File: config.mk
export PLATFORM = sky130hd
export DESIGN_NAME = i2c_target
export DESIGN_NICKNAME = d
export VERILOG_FILES = /design/src/rtl/i2c_target.sv
export SDC_FILE = /design/constraint.sdc
export NUM_CORES = 1
export LEC_CHECK = 0
export BUFFER_PORTS_ARGS = -buffer_cell sky130_fd_sc_hd__clkbuf_2
export CORE_AREA = 2 2 107 119
export CTS_CLUSTER_DIAMETER = 30
export CTS_CLUSTER_SIZE = 28
export DETAILED_ROUTE_END_ITERATION = 12
export DIE_AREA = 0 0 109 121
export GPL_TIMING_DRIVEN = 0
export PLACE_DENSITY = 0.45
export SKIP_CTS_REPAIR_TIMING = 1
export SYNTH_ARGS = -nofsm -noshare
export SYNTH_HDL_FRONTEND = slang
export SYNTH_SLANG_ARGS = --single-unit
File: constraint.sdc
create_clock -name clk -period 2.95 [get_ports clk]
set_input_delay 0 -clock clk [delete_from_list [all_inputs] [get_ports clk]]
set_output_delay 0 -clock clk [all_outputs]
set_load 0.1 [all_outputs]
File: src/rtl/i2c_target.sv
// I2C target with a small register bank. SCL/SDA are oversampled on clk and SDA is driven
// open-drain. Registers are addressed by a pointer byte written first; reads auto-increment.
module i2c_target #(
  parameter logic [6:0] I2C_ADDR = 7'h50,
  parameter int         NREGS    = 4,
  parameter int         PTR_W    = 2
) (
  input  logic                 clk,
  input  logic                 resetb,
  input  logic                 scl_in,
  input  logic                 sda_in,
  output logic                 sda_oe,
  output logic [8*NREGS-1:0]   regs_out,
  output logic                 wr_pulse,
  output logic [PTR_W-1:0]     wr_idx,
  output logic                 busy,
  output logic [3:0]           state_dbg,
  output logic [PTR_W-1:0]     ptr_dbg
);

  localparam logic [3:0] IDLE      = 4'd0;
  localparam logic [3:0] ADDR      = 4'd1;
  localparam logic [3:0] ADDR_ACK  = 4'd2;
  localparam logic [3:0] PTR       = 4'd3;
  localparam logic [3:0] PTR_ACK   = 4'd4;
  localparam logic [3:0] WDATA     = 4'd5;
  localparam logic [3:0] WDATA_ACK = 4'd6;
  localparam logic [3:0] RDATA     = 4'd7;
  localparam logic [3:0] RDATA_ACK = 4'd8;
  localparam logic [3:0] IGNORE    = 4'd9;

  // [0],[1] synchronise the pin, [2] is the history bit for edge detection
  logic [2:0] scl_pipe_q, scl_pipe_d;
  logic [2:0] sda_pipe_q, sda_pipe_d;

  logic [3:0]       state_q, state_d;
  logic [3:0]       cnt_q, cnt_d;
  logic [7:0]       shift_q, shift_d;
  logic [PTR_W-1:0] ptr_q, ptr_d;
  logic             sda_oe_q, sda_oe_d;
  logic             busy_q, busy_d;
  logic             rw_q, rw_d;
  logic             wr_pulse_q, wr_pulse_d;
  logic [PTR_W-1:0] wr_idx_q, wr_idx_d;
  logic [7:0]       regs_q [NREGS];
  logic [7:0]       regs_d [NREGS];

  logic       scl_s, sda_s;
  logic       scl_rise, scl_fall, start_det, stop_det;
  logic       rx_rise, rx_fall;
  logic [7:0] rx_byte;

  assign scl_s     = scl_pipe_q[1];
  assign sda_s     = sda_pipe_q[1];
  assign scl_rise  = scl_s & ~scl_pipe_q[2];
  assign scl_fall  = ~scl_s & scl_pipe_q[2];
  assign start_det = scl_s & scl_pipe_q[2] & ~sda_s & sda_pipe_q[2];
  assign stop_det  = scl_s & scl_pipe_q[2] & sda_s & ~sda_pipe_q[2];
  assign rx_rise   = scl_rise && (cnt_q < 4'd8);
  assign rx_fall   = scl_fall && (cnt_q == 4'd8);
  assign rx_byte   = {shift_q[6:0], sda_s};

  always_comb begin
    scl_pipe_d = {scl_pipe_q[1:0], scl_in};
    sda_pipe_d = {sda_pipe_q[1:0], sda_in};
    state_d    = state_q;
    cnt_d      = cnt_q;
    shift_d    = shift_q;
    ptr_d      = ptr_q;
    sda_oe_d   = sda_oe_q;
    busy_d     = busy_q;
    rw_d       = rw_q;
    wr_pulse_d = 1'b0;
    wr_idx_d   = wr_idx_q;
    regs_d     = regs_q;

    if (start_det) begin
      state_d  = ADDR;
      cnt_d    = 4'd0;
      sda_oe_d = 1'b0;
    end else if (stop_det) begin
      state_d  = IDLE;
      cnt_d    = 4'd0;
      sda_oe_d = 1'b0;
      busy_d   = 1'b0;
    end else begin
      case (state_q)
        ADDR: begin
          if (rx_rise) begin
            shift_d = rx_byte;
            cnt_d   = cnt_q + 4'd1;
            if (cnt_q == 4'd7 && rx_byte[7:1] != I2C_ADDR) begin
              state_d = IGNORE;
              busy_d  = 1'b0;
            end
          end else if (rx_fall) begin
            sda_oe_d = 1'b1;
            busy_d   = 1'b1;
            rw_d     = shift_q[0];
            cnt_d    = 4'd0;
            state_d  = ADDR_ACK;
          end
        end
        ADDR_ACK: begin
          if (scl_fall) begin
            cnt_d = 4'd0;
            if (!rw_q) begin
              sda_oe_d = 1'b0;
              state_d  = PTR;
            end else begin
              shift_d  = regs_q[ptr_q];
              sda_oe_d = ~regs_q[ptr_q][7];
              state_d  = RDATA;
            end
          end
        end
        // A partial byte only ever touches shift/cnt, so START/STOP mid-byte discards it
        PTR, WDATA: begin
          if (rx_rise) begin
            shift_d = rx_byte;
            cnt_d   = cnt_q + 4'd1;
          end else if (rx_fall) begin
            sda_oe_d = 1'b1;
            cnt_d    = 4'd0;
            if (state_q == PTR) begin
              ptr_d   = shift_q[PTR_W-1:0];
              state_d = PTR_ACK;
            end else begin
              regs_d[ptr_q] = shift_q;
              wr_pulse_d    = 1'b1;
              wr_idx_d      = ptr_q;
              ptr_d         = ptr_q + PTR_W'(1);
              state_d       = WDATA_ACK;
            end
          end
        end
        PTR_ACK, WDATA_ACK: begin
          if (scl_fall) begin
            sda_oe_d = 1'b0;
            cnt_d    = 4'd0;
            state_d  = WDATA;
          end
        end
        RDATA: begin
          if (scl_fall) begin
            if (cnt_q == 4'd7) begin
              sda_oe_d = 1'b0;
              ptr_d    = ptr_q + PTR_W'(1);
              cnt_d    = 4'd0;
              state_d  = RDATA_ACK;
            end else begin
              shift_d  = {shift_q[6:0], 1'b0};
              sda_oe_d = ~shift_q[6];
              cnt_d    = cnt_q + 4'd1;
            end
          end
        end
        // cnt=1 records that the controller acknowledged and wants another byte
        RDATA_ACK: begin
          if (scl_rise) begin
            if (!sda_s) begin
              cnt_d = 4'd1;
            end else begin
              state_d = IGNORE;
              busy_d  = 1'b0;
            end
          end else if (scl_fall && cnt_q == 4'd1) begin
            shift_d  = regs_q[ptr_q];
            sda_oe_d = ~regs_q[ptr_q][7];
            cnt_d    = 4'd0;
            state_d  = RDATA;
          end
        end
        default: ;
      endcase
    end
  end

  always_ff @(posedge clk or negedge resetb) begin
    if (!resetb) begin
      scl_pipe_q <= 3'b111;
      sda_pipe_q <= 3'b111;
      state_q    <= IDLE;
      cnt_q      <= 4'd0;
      shift_q    <= 8'd0;
      ptr_q      <= '0;
      sda_oe_q   <= 1'b0;
      busy_q     <= 1'b0;
      rw_q       <= 1'b0;
      wr_pulse_q <= 1'b0;
      wr_idx_q   <= '0;
      for (int i = 0; i < NREGS; i++) regs_q[i] <= 8'd0;
    end else begin
      scl_pipe_q <= scl_pipe_d;
      sda_pipe_q <= sda_pipe_d;
      state_q    <= state_d;
      cnt_q      <= cnt_d;
      shift_q    <= shift_d;
      ptr_q      <= ptr_d;
      sda_oe_q   <= sda_oe_d;
      busy_q     <= busy_d;
      rw_q       <= rw_d;
      wr_pulse_q <= wr_pulse_d;
      wr_idx_q   <= wr_idx_d;
      for (int i = 0; i < NREGS; i++) regs_q[i] <= regs_d[i];
    end
  end

  for (genvar g = 0; g < NREGS; g++) begin : g_regs_out
    assign regs_out[8*g +: 8] = regs_q[g];
  end

  assign sda_oe    = sda_oe_q;
  assign busy      = busy_q;
  assign wr_pulse  = wr_pulse_q;
  assign wr_idx    = wr_idx_q;
  assign state_dbg = state_q;
  assign ptr_dbg   = ptr_q;

endmodule

==> run metrics <==
DRT iter0 DRCs 187; CTS H-tree depth 3; DIE AREA 13200 um^2; Antenna Violating Nets Remaining 0; Pint approximately 2.5 mW; Clock Skews 0.00522 ns; Remaining DRCs 0; Synth Flop Type dfrtp_1; first drt pass iteration count 5; max incr delay on CP approximately 0.48 ns; Clock Tree Buf Depth 2; Crit Path Max Fanout 10; gr usage total between 10% and 20%; # setup viols final 0; worst-path cell chain buf_2, or4b_1, clkbuf_1, o21ai_0, a21oi_1, o21bai_1, mux2_2; CP bufs+invs 2; Mapped Cells roughly 310; initial antenna violation count 0; Yosys reg bits between 60 and 70; VDD IR max roughly 0.00060 V; Layout area overhead 24.1%; Yosys warning count 0; Root Driver clkbuf_16; maxcap violations 0; clock-pin slew of the registers on the worst-case setup and hold paths 0.06 ns; Mapped Area ~3500 um^2; unique cell type count in the Yosys netlist a little under 60; crit path launch state_dbg[2]; Slew Viols, Final 0; Critical R2R Launch state_dbg[2]; run status complete, no violations; Mapped Nets ~320; RSZ-0062 raised after global routing no; crit path time final around 2.7 ns; fraction of final layout cells sized beyond drive strength 1 between 30% and 40%; Ant. Diodes 0; most frequent cells in the layout 56 x dfrtp_1, 47 x mux2_2, 45 x clkbuf_2; worst min path class primary input to async pin; endpoint class of the critical path flip-flop; CTS sink cnt 62; Req. time, crit path about 3.2 ns; R2R Setup Slk about 0.24 ns; Vias 2863; DP HPWL 7.22 mm; global-route wire length before repair approximately 17 mm; Crit Reg-Reg Endpoint state_dbg[0]; CP arrival ~2.9 ns; Pleak between 1.5 and 2 nW; cell area power density approximately 1000 nW/um^2; placed cell area between 3000 and 4000 um^2; Clock Latency Late Sink between 0.3 and 0.4 ns; Comb pwr share 46.0%; async set-reset flop share out of synthesis 100%; commonest non-fill, non-tap cell in the layout dfrtp_1; setup TNS 0 ns; power share of the clock group about 28%; Site Rows 42; die width between 100 and 150 um; Initial Utilization slightly below 30%; Overflow after GRT 0; Die Height 121 um; register area share after synthesis ~44%; vias per cell approximately 5.4; wire per inst about 19 um; vias in the first global route about 3000; Final Hold Fails 0; Top Ports 47; CTS tree built; CTS Buf Count 9; kind of critical path flip-flop to flip-flop; largest net degree at the start of global routing 43; delay-heaviest family, CP compound AO/OA/AOI/OAI gates; Final Routed Wirelength just over 10 mm; Avg Cell Area, Syn 11.3 um^2; R2R cell count 7; CP Launch Type flip-flop; sequential power share 25.6%; Tcrit/Tclk final about nine tenths; Fmax approximately 370 MHz; Post-synth EDFFs 0; fin nets 384; IO buf count between 40 and 50; Worst path slowest cell or4b_1; Switching Share a little over two fifths; core footprint between 10000 and 15000 um^2; post-route cell area 4370 um^2; Slew headroom 39.3%; actual slew at the worst max-slew pin just over 0.9 ns; Final GP Congestion around 0.91; Psw 1.90 mW
sequential cells by signal, summed over array words and instances, names as in the netlist:
signal / flops
scl_pipe_q: 3
ptr_dbg: 2
cnt_q: 4
rw_q: 1
sda_pipe_q: 3
state_dbg: 4
wr_idx: 2
wr_pulse: 1
shift_q: 8
sda_oe: 1
busy: 1
regs_out: 32
Yosys cell counts, types with 2 or more instances:
master    count  area share (%)
mux2i_1       4             1.1
inv_1         8            0.85
mux2_2       47              15
nor3b_1       2            0.43
nor3_1        9             1.3
o21bai_1      2            0.43
a22o_1        4            0.99
nand2_1      11             1.2
buf_1         4            0.43
a31oi_1       3            0.53
dfrtp_1      56              40
a22oi_1       3            0.64
nand2_2       4            0.71
nor4b_1       4            0.99
a211oi_1      5             1.1
a21o_1        2            0.43
nand3b_1      2            0.43
o22ai_1       4            0.71
o32ai_1       2            0.50
nand2b_1     12             2.1
nand4_1       2            0.36
clkbuf_1     14             1.5
o21ai_0      12             1.7
a311o_1       2            0.57
ha_1          7             2.5
a221o_1       2            0.57
nor2_1        8            0.85
dfstp_2       6             4.5
nor2b_1       2            0.36
o31ai_1       3            0.64
a21oi_1      18             2.6
o221ai_1      3            0.75
o21a_1        3            0.64
a21boi_0      2            0.43
xnor2_1       3            0.75
nand3_1       5            0.71
mux4_2        8             5.1
a32o_1        2            0.57
buf_2         2            0.28
or2_2         2            0.36
layer usage:
metal / share of wire (%) / vias up / routed length (um) / GRT usage, %
li1: - / 1306 / - / -
met1: 44 / 1434 / 4560 / 22.5
met5: 0 / - / 0 / 0
met3: 6.0 / 14 / 624 / 4.19
met4: 1.4 / 0 / 149 / 5.13
met2: 48 / 109 / 4980 / 26.2
metrics by stage:
stage          std cells  total power [mW]  worst slack, ns  hold slack (ns)  util [%]
2_1_floorplan        312              2.63            0.188           -0.296         -
3_3_place_gp         512              3.13           0.0688           0.0929      33.1
3_5_place_dp         513              3.13            0.197          -0.0424      33.3
4_1_cts              529              4.41            0.173           -0.390      36.3
5_1_grt              532              4.65          0.00956            0.167      36.7
6_report             532              4.39            0.241            0.143      36.7
worst register-to-register path: cells and delay by family (launching register included):
| kind | cells | cell delay, ns |
|---|---|---|
| AO/OA/AOI/OAI | 3 | 0.95 |
| buffers and inverters | 2 | 0.43 |
| flip-flops | 1 | 0.37 |
| multiplexers | 1 | 0.37 |
| AND/OR/NAND/NOR | 1 | 0.48 |
power groups by stage:
stage | Combinational, mW | Clock [mW] | Sequential (mW)
finish | 2.02 | 1.25 | 1.12
floorplan | 1.17 | 0 | 1.45
CTS | 2.00 | 1.28 | 1.13
global route | 2.18 | 1.32 | 1.15
detailed placement | 1.99 | 0 | 1.14
global placement | 1.99 | 0 | 1.14
cell families (layout without fill, tap and decap cells):
| group | Yosys count | after routing | synth area share [%] |
|---|---|---|---|
| buf+inv | 28 | 94 | 3.05 |
| simple gates | 72 | 72 | 12.1 |
| fa+ha+maj | 7 | 7 | 2.49 |
| flops | 62 | 62 | 44.2 |
| xor+xnor | 3 | 3 | 0.746 |
| mux | 59 | 59 | 21.3 |
| compound gates | 81 | 81 | 16.1 |
how the worst max path moves through the flow:
stage / slack [ns] / endpoint / cells past startpoint
after floorplan: 0.19 / state_dbg[0] / 7
after global placement: 0.07 / state_dbg[0] / 6
after detailed placement: 0.20 / state_dbg[1] / 6
after CTS: 0.17 / state_dbg[0] / 6
after global routing: 0.01 / cnt_q[0] / 7
final: 0.24 / state_dbg[0] / 7
layout make-up:
| class | instances | area, um^2 |
|---|---|---|
| multi-input cells | 222 | 1870 |
| clock buffers | 11 | 243 |
| clock inverters | 5 | 106 |
| fillers | 1179 | 7560 |
| well taps | 154 | 193 |
| plain buffers | 20 | 77.6 |
| repair buffers | 50 | 290 |
| inverters | 8 | 30.0 |
| flip-flops and latches | 62 | 1560 |
(Power assumes the default switching activity.)
